--- config.mk ---
export PLATFORM = sky130hd
export DESIGN_NAME = reg_transfer_sequencer
export DESIGN_NICKNAME = d
export VERILOG_FILES = /design/src/rtl/reg_transfer_sequencer_pkg.sv /design/src/rtl/reg_transfer_sequencer_wait_timer.sv /design/src/rtl/reg_transfer_sequencer.sv
export SDC_FILE = /design/constraint.sdc
export NUM_CORES = 1
export LEC_CHECK = 0
export ABC_CLOCK_PERIOD_IN_PS = 4970
export CAP_MARGIN = 20
export CORE_ASPECT_RATIO = 1.25
export CORE_MARGIN = 5
export CORE_UTILIZATION = 54
export CTS_CLUSTER_DIAMETER = 50
export CTS_CLUSTER_SIZE = 16
export DETAILED_ROUTE_END_ITERATION = 12
export PLACE_DENSITY = 0.81
export SYNTH_ARGS = -nofsm -noshare
export SYNTH_HDL_FRONTEND = slang
export SYNTH_SLANG_ARGS = --single-unit
--- constraint.sdc ---
create_clock -name clk -period 4.97 [get_ports clk]
set_clock_uncertainty 0.2 [all_clocks]
set_input_delay 0.497 -clock clk [delete_from_list [all_inputs] [get_ports clk]]
set_output_delay 0.497 -clock clk [all_outputs]
set_load 0.05 [all_outputs]
--- src/rtl/reg_transfer_sequencer_pkg.sv ---
// Shared definitions for the register-transfer sequencer: opcodes, unit
// enable indices, FSM state encoding and small decode helpers.
`ifndef DATA_WIDTH
`define DATA_WIDTH 16
`endif

package reg_transfer_sequencer_pkg;

  // Opcodes carried in IR[15:12]; every other value is illegal.
  typedef enum logic [3:0] {
    OP_NOP   = 4'h0,
    OP_MOV   = 4'h1,
    OP_LOAD  = 4'h2,
    OP_STORE = 4'h3,
    OP_HALT  = 4'hF
  } opcode_e;

  // Register load-enable bit positions inside o_unit_ien.
  typedef enum logic [3:0] {
    EN_IR  = 4'd0,
    EN_PC  = 4'd1,
    EN_AR  = 4'd2,
    EN_DR0 = 4'd3,
    EN_DR1 = 4'd4,
    EN_CR  = 4'd5
  } unit_en_e;

  // Special bus-driver positions inside o_unit_oen.
  localparam logic [3:0] FETCH_OEN = 4'd11;  // fetch data onto bus, PC increments
  localparam logic [3:0] LOAD_OEN  = 4'd12;  // load data onto bus

  // Highest legal source (core bus drivers 0..10) and destination index.
  localparam logic [3:0] MAX_SRC = 4'd10;
  localparam logic [3:0] MAX_DST = EN_CR;

  // Sequencer states.
  typedef enum logic [2:0] {
    ST_IDLE    = 3'd0,
    ST_FETCH   = 3'd1,
    ST_DECODE  = 3'd2,
    ST_EXEC    = 3'd3,
    ST_MEMWAIT = 3'd4,
    ST_HALTED  = 3'd5,
    ST_FAULT   = 3'd6
  } seq_state_e;

  // Internal snapshot of the sequencer, handy for probing from outside.
  typedef struct packed {
    seq_state_e  state;
    logic        ack;
    logic [7:0]  wait_count;
  } seq_dbg_t;

  // One-hot vector with bit idx set.
  function automatic logic [15:0] onehot16(input logic [3:0] idx);
    onehot16 = 16'h0001 << idx;
  endfunction

  // Load enable for a destination index. The PC only advances through the
  // fetch path, so a destination of PC never produces a load enable.
  function automatic logic [15:0] load_enable(input logic [3:0] dst);
    load_enable = onehot16(dst) & ~onehot16(EN_PC);
  endfunction

  // Opcode and operand legality check applied while the IR is valid.
  function automatic logic op_legal(input logic [3:0] op,
                                    input logic [3:0] src,
                                    input logic [3:0] dst);
    case (op)
      OP_NOP, OP_HALT: op_legal = 1'b1;
      OP_MOV:          op_legal = (src <= MAX_SRC) && (dst <= MAX_DST);
      OP_LOAD:         op_legal = (dst <= MAX_DST);
      OP_STORE:        op_legal = (src <= MAX_SRC);
      default:         op_legal = 1'b0;
    endcase
  endfunction

endpackage

--- src/rtl/reg_transfer_sequencer_wait_timer.sv ---
// Memory wait timer: counts request cycles without an acknowledge.
module seq_wait_timer (
  input  logic       clk,
  input  logic       rst,
  input  logic       clear,
  input  logic       enable,
  output logic [7:0] count,
  output logic       expired
);

  // Count while enabled, restart on clear, stop at the terminal value.
  always_ff @(posedge clk) begin
    if (rst || clear) begin
      count <= 8'd0;
    end else if (enable && !expired) begin
      count <= count + 8'd1;
    end
  end

  // 255 request cycles have gone by without an acknowledge.
  assign expired = (count == 8'hFF);

endmodule

--- src/rtl/reg_transfer_sequencer.sv ---
// Register-transfer sequencer: fetches an instruction word, decodes it and
// drives one-hot unit enables and a memory request for NOP/MOV/LOAD/STORE.
//
// All outputs are registered. A memory acknowledge taken at a clock edge
// produces its enable pulse (fetch: oen[11]+ien[0], load: oen[12]+ien[dst])
// in the cycle that follows that edge, with o_mem_req already dropped.
//
// Memory handshake: o_mem_req is held high until a cycle in which
// i_mem_ready=1; that cycle completes the transfer. i_mem_ready is ignored
// whenever o_mem_req=0. o_mem_we is meaningful only while o_mem_req=1.
`ifndef DATA_WIDTH
`define DATA_WIDTH 16
`endif

module reg_transfer_sequencer
  import reg_transfer_sequencer_pkg::*;
#(
  parameter int DW = `DATA_WIDTH
) (
  input  logic          clk,
  input  logic          rst,
  input  logic          i_start,
  input  logic          i_halt,
  input  logic [DW-1:0] i_instruction,
  input  logic          i_mem_ready,
  output logic          o_mem_req,
  output logic          o_mem_we,
  output logic [15:0]   o_unit_ien,
  output logic [15:0]   o_unit_oen,
  output logic          o_busy,
  output logic          o_fault,
  output logic [15:0]   o_retired
);

  seq_state_e  state_q;
  logic        ack_q;       // enable-pulse phase after a memory acknowledge
  logic        req_q;
  logic        we_q;
  logic        busy_q;
  logic        fault_q;
  logic [15:0] ien_q;
  logic [15:0] oen_q;
  logic [15:0] retired_q;
  logic [3:0]  op_q;
  logic [3:0]  src_q;
  logic [3:0]  dst_q;

  logic [3:0]  ir_op;
  logic [3:0]  ir_src;
  logic [3:0]  ir_dst;
  logic        mem_ack;
  logic        timer_clear;
  logic        timer_expired;
  logic [7:0]  wait_count;
  logic        unused_ir;
  seq_dbg_t    dbg_unused;

  // IR fields; only consulted in DECODE, then latched for EXEC/MEMWAIT.
  assign ir_op  = i_instruction[15:12];
  assign ir_src = i_instruction[11:8];
  assign ir_dst = i_instruction[7:4];
  assign unused_ir = ^i_instruction;

  // An acknowledge only counts while a request is outstanding.
  assign mem_ack = req_q & i_mem_ready;

  // The timer restarts whenever no request is pending or one completes, so
  // every new request (including back-to-back ones) starts from zero.
  assign timer_clear = ~req_q | i_mem_ready;

  seq_wait_timer u_wait_timer (
    .clk     (clk),
    .rst     (rst),
    .clear   (timer_clear),
    .enable  (req_q),
    .count   (wait_count),
    .expired (timer_expired)
  );

  assign dbg_unused = {state_q, ack_q, wait_count};

  // Sequencer FSM with registered outputs.
  always_ff @(posedge clk) begin
    if (rst) begin
      state_q   <= ST_IDLE;
      ack_q     <= 1'b0;
      req_q     <= 1'b0;
      we_q      <= 1'b0;
      busy_q    <= 1'b0;
      fault_q   <= 1'b0;
      ien_q     <= 16'h0000;
      oen_q     <= 16'h0000;
      retired_q <= 16'h0000;
      op_q      <= 4'h0;
      src_q     <= 4'h0;
      dst_q     <= 4'h0;
    end else begin
      unique case (state_q)
        ST_IDLE, ST_HALTED: begin
          if (i_start) begin
            state_q <= ST_FETCH;
            req_q   <= 1'b1;
            busy_q  <= 1'b1;
          end
        end

        ST_FETCH: begin
          if (ack_q) begin
            ack_q   <= 1'b0;
            ien_q   <= 16'h0000;
            oen_q   <= 16'h0000;
            state_q <= ST_DECODE;
          end else if (mem_ack) begin
            req_q <= 1'b0;
            ack_q <= 1'b1;
            oen_q <= onehot16(FETCH_OEN);
            ien_q <= onehot16(EN_IR);
          end else if (timer_expired) begin
            req_q   <= 1'b0;
            busy_q  <= 1'b0;
            fault_q <= 1'b1;
            state_q <= ST_FAULT;
          end
        end

        ST_DECODE: begin
          if (i_halt || (ir_op == OP_HALT)) begin
            busy_q  <= 1'b0;
            state_q <= ST_HALTED;
          end else if (!op_legal(ir_op, ir_src, ir_dst)) begin
            busy_q  <= 1'b0;
            fault_q <= 1'b1;
            state_q <= ST_FAULT;
          end else begin
            op_q    <= ir_op;
            src_q   <= ir_src;
            dst_q   <= ir_dst;
            state_q <= ST_EXEC;
            if (ir_op == OP_MOV) begin
              oen_q <= onehot16(ir_src);
              ien_q <= load_enable(ir_dst);
            end
          end
        end

        ST_EXEC: begin
          if (op_q == OP_LOAD) begin
            req_q   <= 1'b1;
            we_q    <= 1'b0;
            state_q <= ST_MEMWAIT;
          end else if (op_q == OP_STORE) begin
            req_q   <= 1'b1;
            we_q    <= 1'b1;
            oen_q   <= onehot16(src_q);
            state_q <= ST_MEMWAIT;
          end else begin
            oen_q     <= 16'h0000;
            ien_q     <= 16'h0000;
            retired_q <= retired_q + 16'd1;
            req_q     <= 1'b1;
            state_q   <= ST_FETCH;
          end
        end

        ST_MEMWAIT: begin
          if (ack_q) begin
            ack_q     <= 1'b0;
            ien_q     <= 16'h0000;
            oen_q     <= 16'h0000;
            retired_q <= retired_q + 16'd1;
            req_q     <= 1'b1;
            state_q   <= ST_FETCH;
          end else if (mem_ack) begin
            if (op_q == OP_STORE) begin
              we_q      <= 1'b0;
              oen_q     <= 16'h0000;
              retired_q <= retired_q + 16'd1;
              state_q   <= ST_FETCH;
            end else begin
              req_q <= 1'b0;
              ack_q <= 1'b1;
              oen_q <= onehot16(LOAD_OEN);
              ien_q <= load_enable(dst_q);
            end
          end else if (timer_expired) begin
            req_q   <= 1'b0;
            we_q    <= 1'b0;
            oen_q   <= 16'h0000;
            busy_q  <= 1'b0;
            fault_q <= 1'b1;
            state_q <= ST_FAULT;
          end
        end

        ST_FAULT: begin
          state_q <= ST_FAULT;
        end

        default: begin
          req_q   <= 1'b0;
          we_q    <= 1'b0;
          ien_q   <= 16'h0000;
          oen_q   <= 16'h0000;
          busy_q  <= 1'b0;
          fault_q <= 1'b1;
          state_q <= ST_FAULT;
        end
      endcase
    end
  end

  assign o_mem_req  = req_q;
  assign o_mem_we   = we_q;
  assign o_unit_ien = ien_q;
  assign o_unit_oen = oen_q;
  assign o_busy     = busy_q;
  assign o_fault    = fault_q;
  assign o_retired  = retired_q;

endmodule
==> summary.md <==
| Metric | Value |
|---|---|
| Drt pass-1 iters | 5 |
| Top FF cell, synth | dfxtp_1 |
| Worst Path Max Fanout | 27 |
| Core footprint | 7440 µm² |
| Global-route wire length before repair | 18100 µm |
| Die Width | 88.7 µm |
| Clk sinks | 75 |
| Setup crit end kind | flip-flop |
| Period utilization | 0.669 |
| Leakage power | 0.00150 µW |
| Synth top area share | 0.359 |
| Reg area | 1500 µm² |
| Max-slew violations | 0 |
| Placed cell area | 4800 µm² |
| Post-synthesis cell type count | 66 |
| Critical Path, Cell by Cell | and3b_1 -> nand2_1 -> a2111o_1 -> or3_1 -> a21oi_1 |
| Post-CTS setup buffer count | 0 |
| Worst setup SP type | flip-flop |
| Combinational Power Share | 0.480 |
| Hold Path Class | reg2reg |
| Vias per cell | 6.40 |
| Critical path required time | 5.06 ns |
| Share of cells above drive strength 1 | 0.0815 |
| Least-Margin Pin Slew | 1.01 ns |
| # hold bufs at CTS | 0 |
| Final #Nets | 570 |
| Power Dens Cells | 535 nW/µm² |
| First DRT Iteration DRCs | 292 |
| RSZ-0062 raised after global routing | no |
| CTS Buffer Depth | 2 |
| Largest family of logic cells by synthesized area | simple AND/OR/NAND/NOR gates |
| CP peak stage delay | 0.99 ns |
| Site row count | 35 |
| Async SR Flop Fraction | 0 |
| FMAX | 0.301 GHz |
| Pwr Total | 2690 µW |
| Critical path class | reg2reg |
| Syn_nets | 530 |
| Vias | 4123 |
| Sequential-to-total area share from yosys stat | 0.359 |
| Max rail drop VDD | 404 µV |
| Adder-cell share of the synthesized area | 0.00599 |
| Minimum clock period | 3.32 ns |
| PostCTS Resize Cnt | 0 |
| Vias in the first global route | 3890 |
| # diodes | 0 |
| Antenna viol nets, final | 0 |
| Mapped Area | 4180 µm² |
| Port bufs | 67 |
| # DRC | 0 |
| Pin count of the biggest net entering global routing | 39 |
| Antenna violations before repair | 0 |
| #FFs+latches synth | 75 |
| Die height | 108 µm |
| List of most frequent post-synthesis cells | dfxtp_1 (75), nor2_1 (47), nand3_1 (40), a31oi_1 (33), nand4_1 (30) |
| Sw Pwr | 1210 µW |
| Clk pwr share | 0.200 |
| CTS H-tree lvls | 3 |
| Setup TNS | 0 ns |
| Area of the multi-input gates | 2430 µm² |
| Top cells by area, synth | dfxtp_1 (36%), a31oi_1 (4.9%), nand3_1 (4.8%), nand4_1 (4.5%), nor2_1 (4.2%) |
| Max-cap violations | 0 |
| Design area | 5040 µm² |
| Number of synthesized flops with an enable pin | 0 |
| Clock-pin slew on the worst setup and hold paths | 0.08 ns |
| Compound-Gate Fraction of Synth Area | 0.234 |
| Total Routed Length | 10800 µm |
| Clk root buf | clkbuf_8 |
| R2R Setup Slk | 1.65 ns |
| WP data arrival | 3.41 ns |
| Worst path top cell family by delay | simple AND/OR/NAND/NOR gates |
| Area growth syn-to-layout | 20.5% |
| Slowest stage cell, crit path | dfxtp_1 |
| CTS tree | done |
| YS warnings | 0 |
| Switch share | 0.450 |
| Mux contribution to synthesized area | 0.0263 |
| Total internal power | 1480 µW |
| Register share of total power | 0.320 |
| Final setup fails | 0 |
| GP Congestion | 0.871 |
| Overall routing resource usage | 0.234 |
| Simple-Gate Fraction of Synth Area | 0.279 |
| Relative slew slack | 0.324 |
| Cell count after synthesis | 507 |
| Outcome | completed |
| Buffers and inverters on the worst path | 0 |
| Ports | 73 |
| Die area | 9610 µm² |
| Total gr overflow | 0 |
| Clock latency on the worst-skew pair | 0.35 ns |
| Cell taking the most area after synthesis | dfxtp_1 |
| Effective utilization at floorplan | 0.561 |
| Final hold vios | 0 |
| Count leader, synth | dfxtp_1 |
| Num CTS Buffers | 9 |
| Synth Area in XOR/XNOR | 0.0335 |
| Fillers | 634 |
| Detailed Place HPWL | 7630 µm |
| Mapped Avg Cell Area | 8.24 µm² |
| Routed WL per cell | 16.8 µm |
-- worst register-to-register path, delay by kind of cell (launching register included) --
family	cells	cell delay, ns
AO/OA/AOI/OAI	2	0.71
AND/OR/NAND/NOR	3	1.35
flip-flops	1	0.99
-- per-layer routing --
layer  global-route usage  routed length (µm)
met1                0.300                4580
met2                0.380                5330
met3               0.0495                 711
met4               0.0907                 208
met5                    0                   0
-- power groups by stage --
| stage | Combinational, µW | Clock (µW) | Sequential [µW] |
|---|---|---|---|
| finish | 1290 | 538 | 863 |
| global route | 1380 | 571 | 884 |
| CTS | 1290 | 545 | 862 |
| detailed placement | 1290 | 0 | 876 |
| global placement | 1270 | 0 | 865 |
| floorplan | 618 | 0 | 1200 |
-- area by class of cell --
type	count	share of cell area
inverter	13	0.00969
multi-input combinational	374	0.482
clock buffer	11	0.0281
sequential	75	0.298
tap	92	0.0229
timing repair buffer	74	0.143
clock inverter	5	0.0169
-- kinds of logic (layout without fill, tap and decap cells) --
group | count (synthesis) | count (layout)
adder cells (fa/ha/maj) | 2 | 2
XOR/XNOR | 16 | 16
multiplexers | 11 | 11
AO/OA/AOI/OAI | 132 | 132
AND/OR/NAND/NOR | 212 | 212
flip-flops | 75 | 75
buffers and inverters | 58 | 103
other | 1 | 1
-- path summary, 6_finish.rpt --
| path | from | endpoint | cells past startpoint |
|---|---|---|---|
| max | state_q[0] | o_retired[11] | 5 |
| min | o_busy | o_busy | 2 |
| max reg2reg | state_q[0] | o_retired[11] | 5 |
| min reg2reg | o_busy | o_busy | 2 |
-- cells in the final DEF, fill, tap and decap left out, types with 3 or more instances in the layout --
| cell | n |
|---|---|
| inv_1 | 13 |
| nor3b_1 | 4 |
| and3_1 | 5 |
| xnor2_1 | 12 |
| nand4_1 | 30 |
| or3_1 | 9 |
| nor2b_1 | 14 |
| o31ai_1 | 3 |
| o32ai_1 | 3 |
| xor2_1 | 4 |
| a22oi_1 | 3 |
| nor3_1 | 6 |
| a31oi_1 | 33 |
| a311oi_1 | 18 |
| or4_1 | 3 |
| nand3_1 | 40 |
| dfxtp_1 | 75 |
| nand2b_1 | 5 |
| o21ai_0 | 17 |
| and2_1 | 6 |
| buf_4 | 5 |
| a21oi_1 | 22 |
| nor2_1 | 47 |
| clkdlybuf4s50_1 | 66 |
| clkbuf_8 | 10 |
| a311oi_2 | 10 |
| mux2i_1 | 11 |
| nand2_1 | 26 |
-- registers in the layout, indices dropped and copies added (netlist names), 3 cells and up --
name and flops:
dst_q 4, o_unit_oen 16, o_unit_ien 15, state_q 3, src_q 4, o_retired 16, u_wait_timer.count 8, op_q 4
-- through the flow --
step | hold WS (ns) | utilization | worst slack, ns | cells
final | 0.281 | 0.677 | 1.65 | 644
after global routing | 0.317 | 0.677 | 1.39 | 644
after CTS | 0.284 | 0.675 | 1.68 | 643
after detailed placement | 0.253 | 0.645 | 1.69 | 627
after global placement | 0.260 | 0.644 | 1.78 | 626
after floorplan | 0.249 | - | 2.54 | 507
No activity file was read; power rests on OpenSTA's default activity.
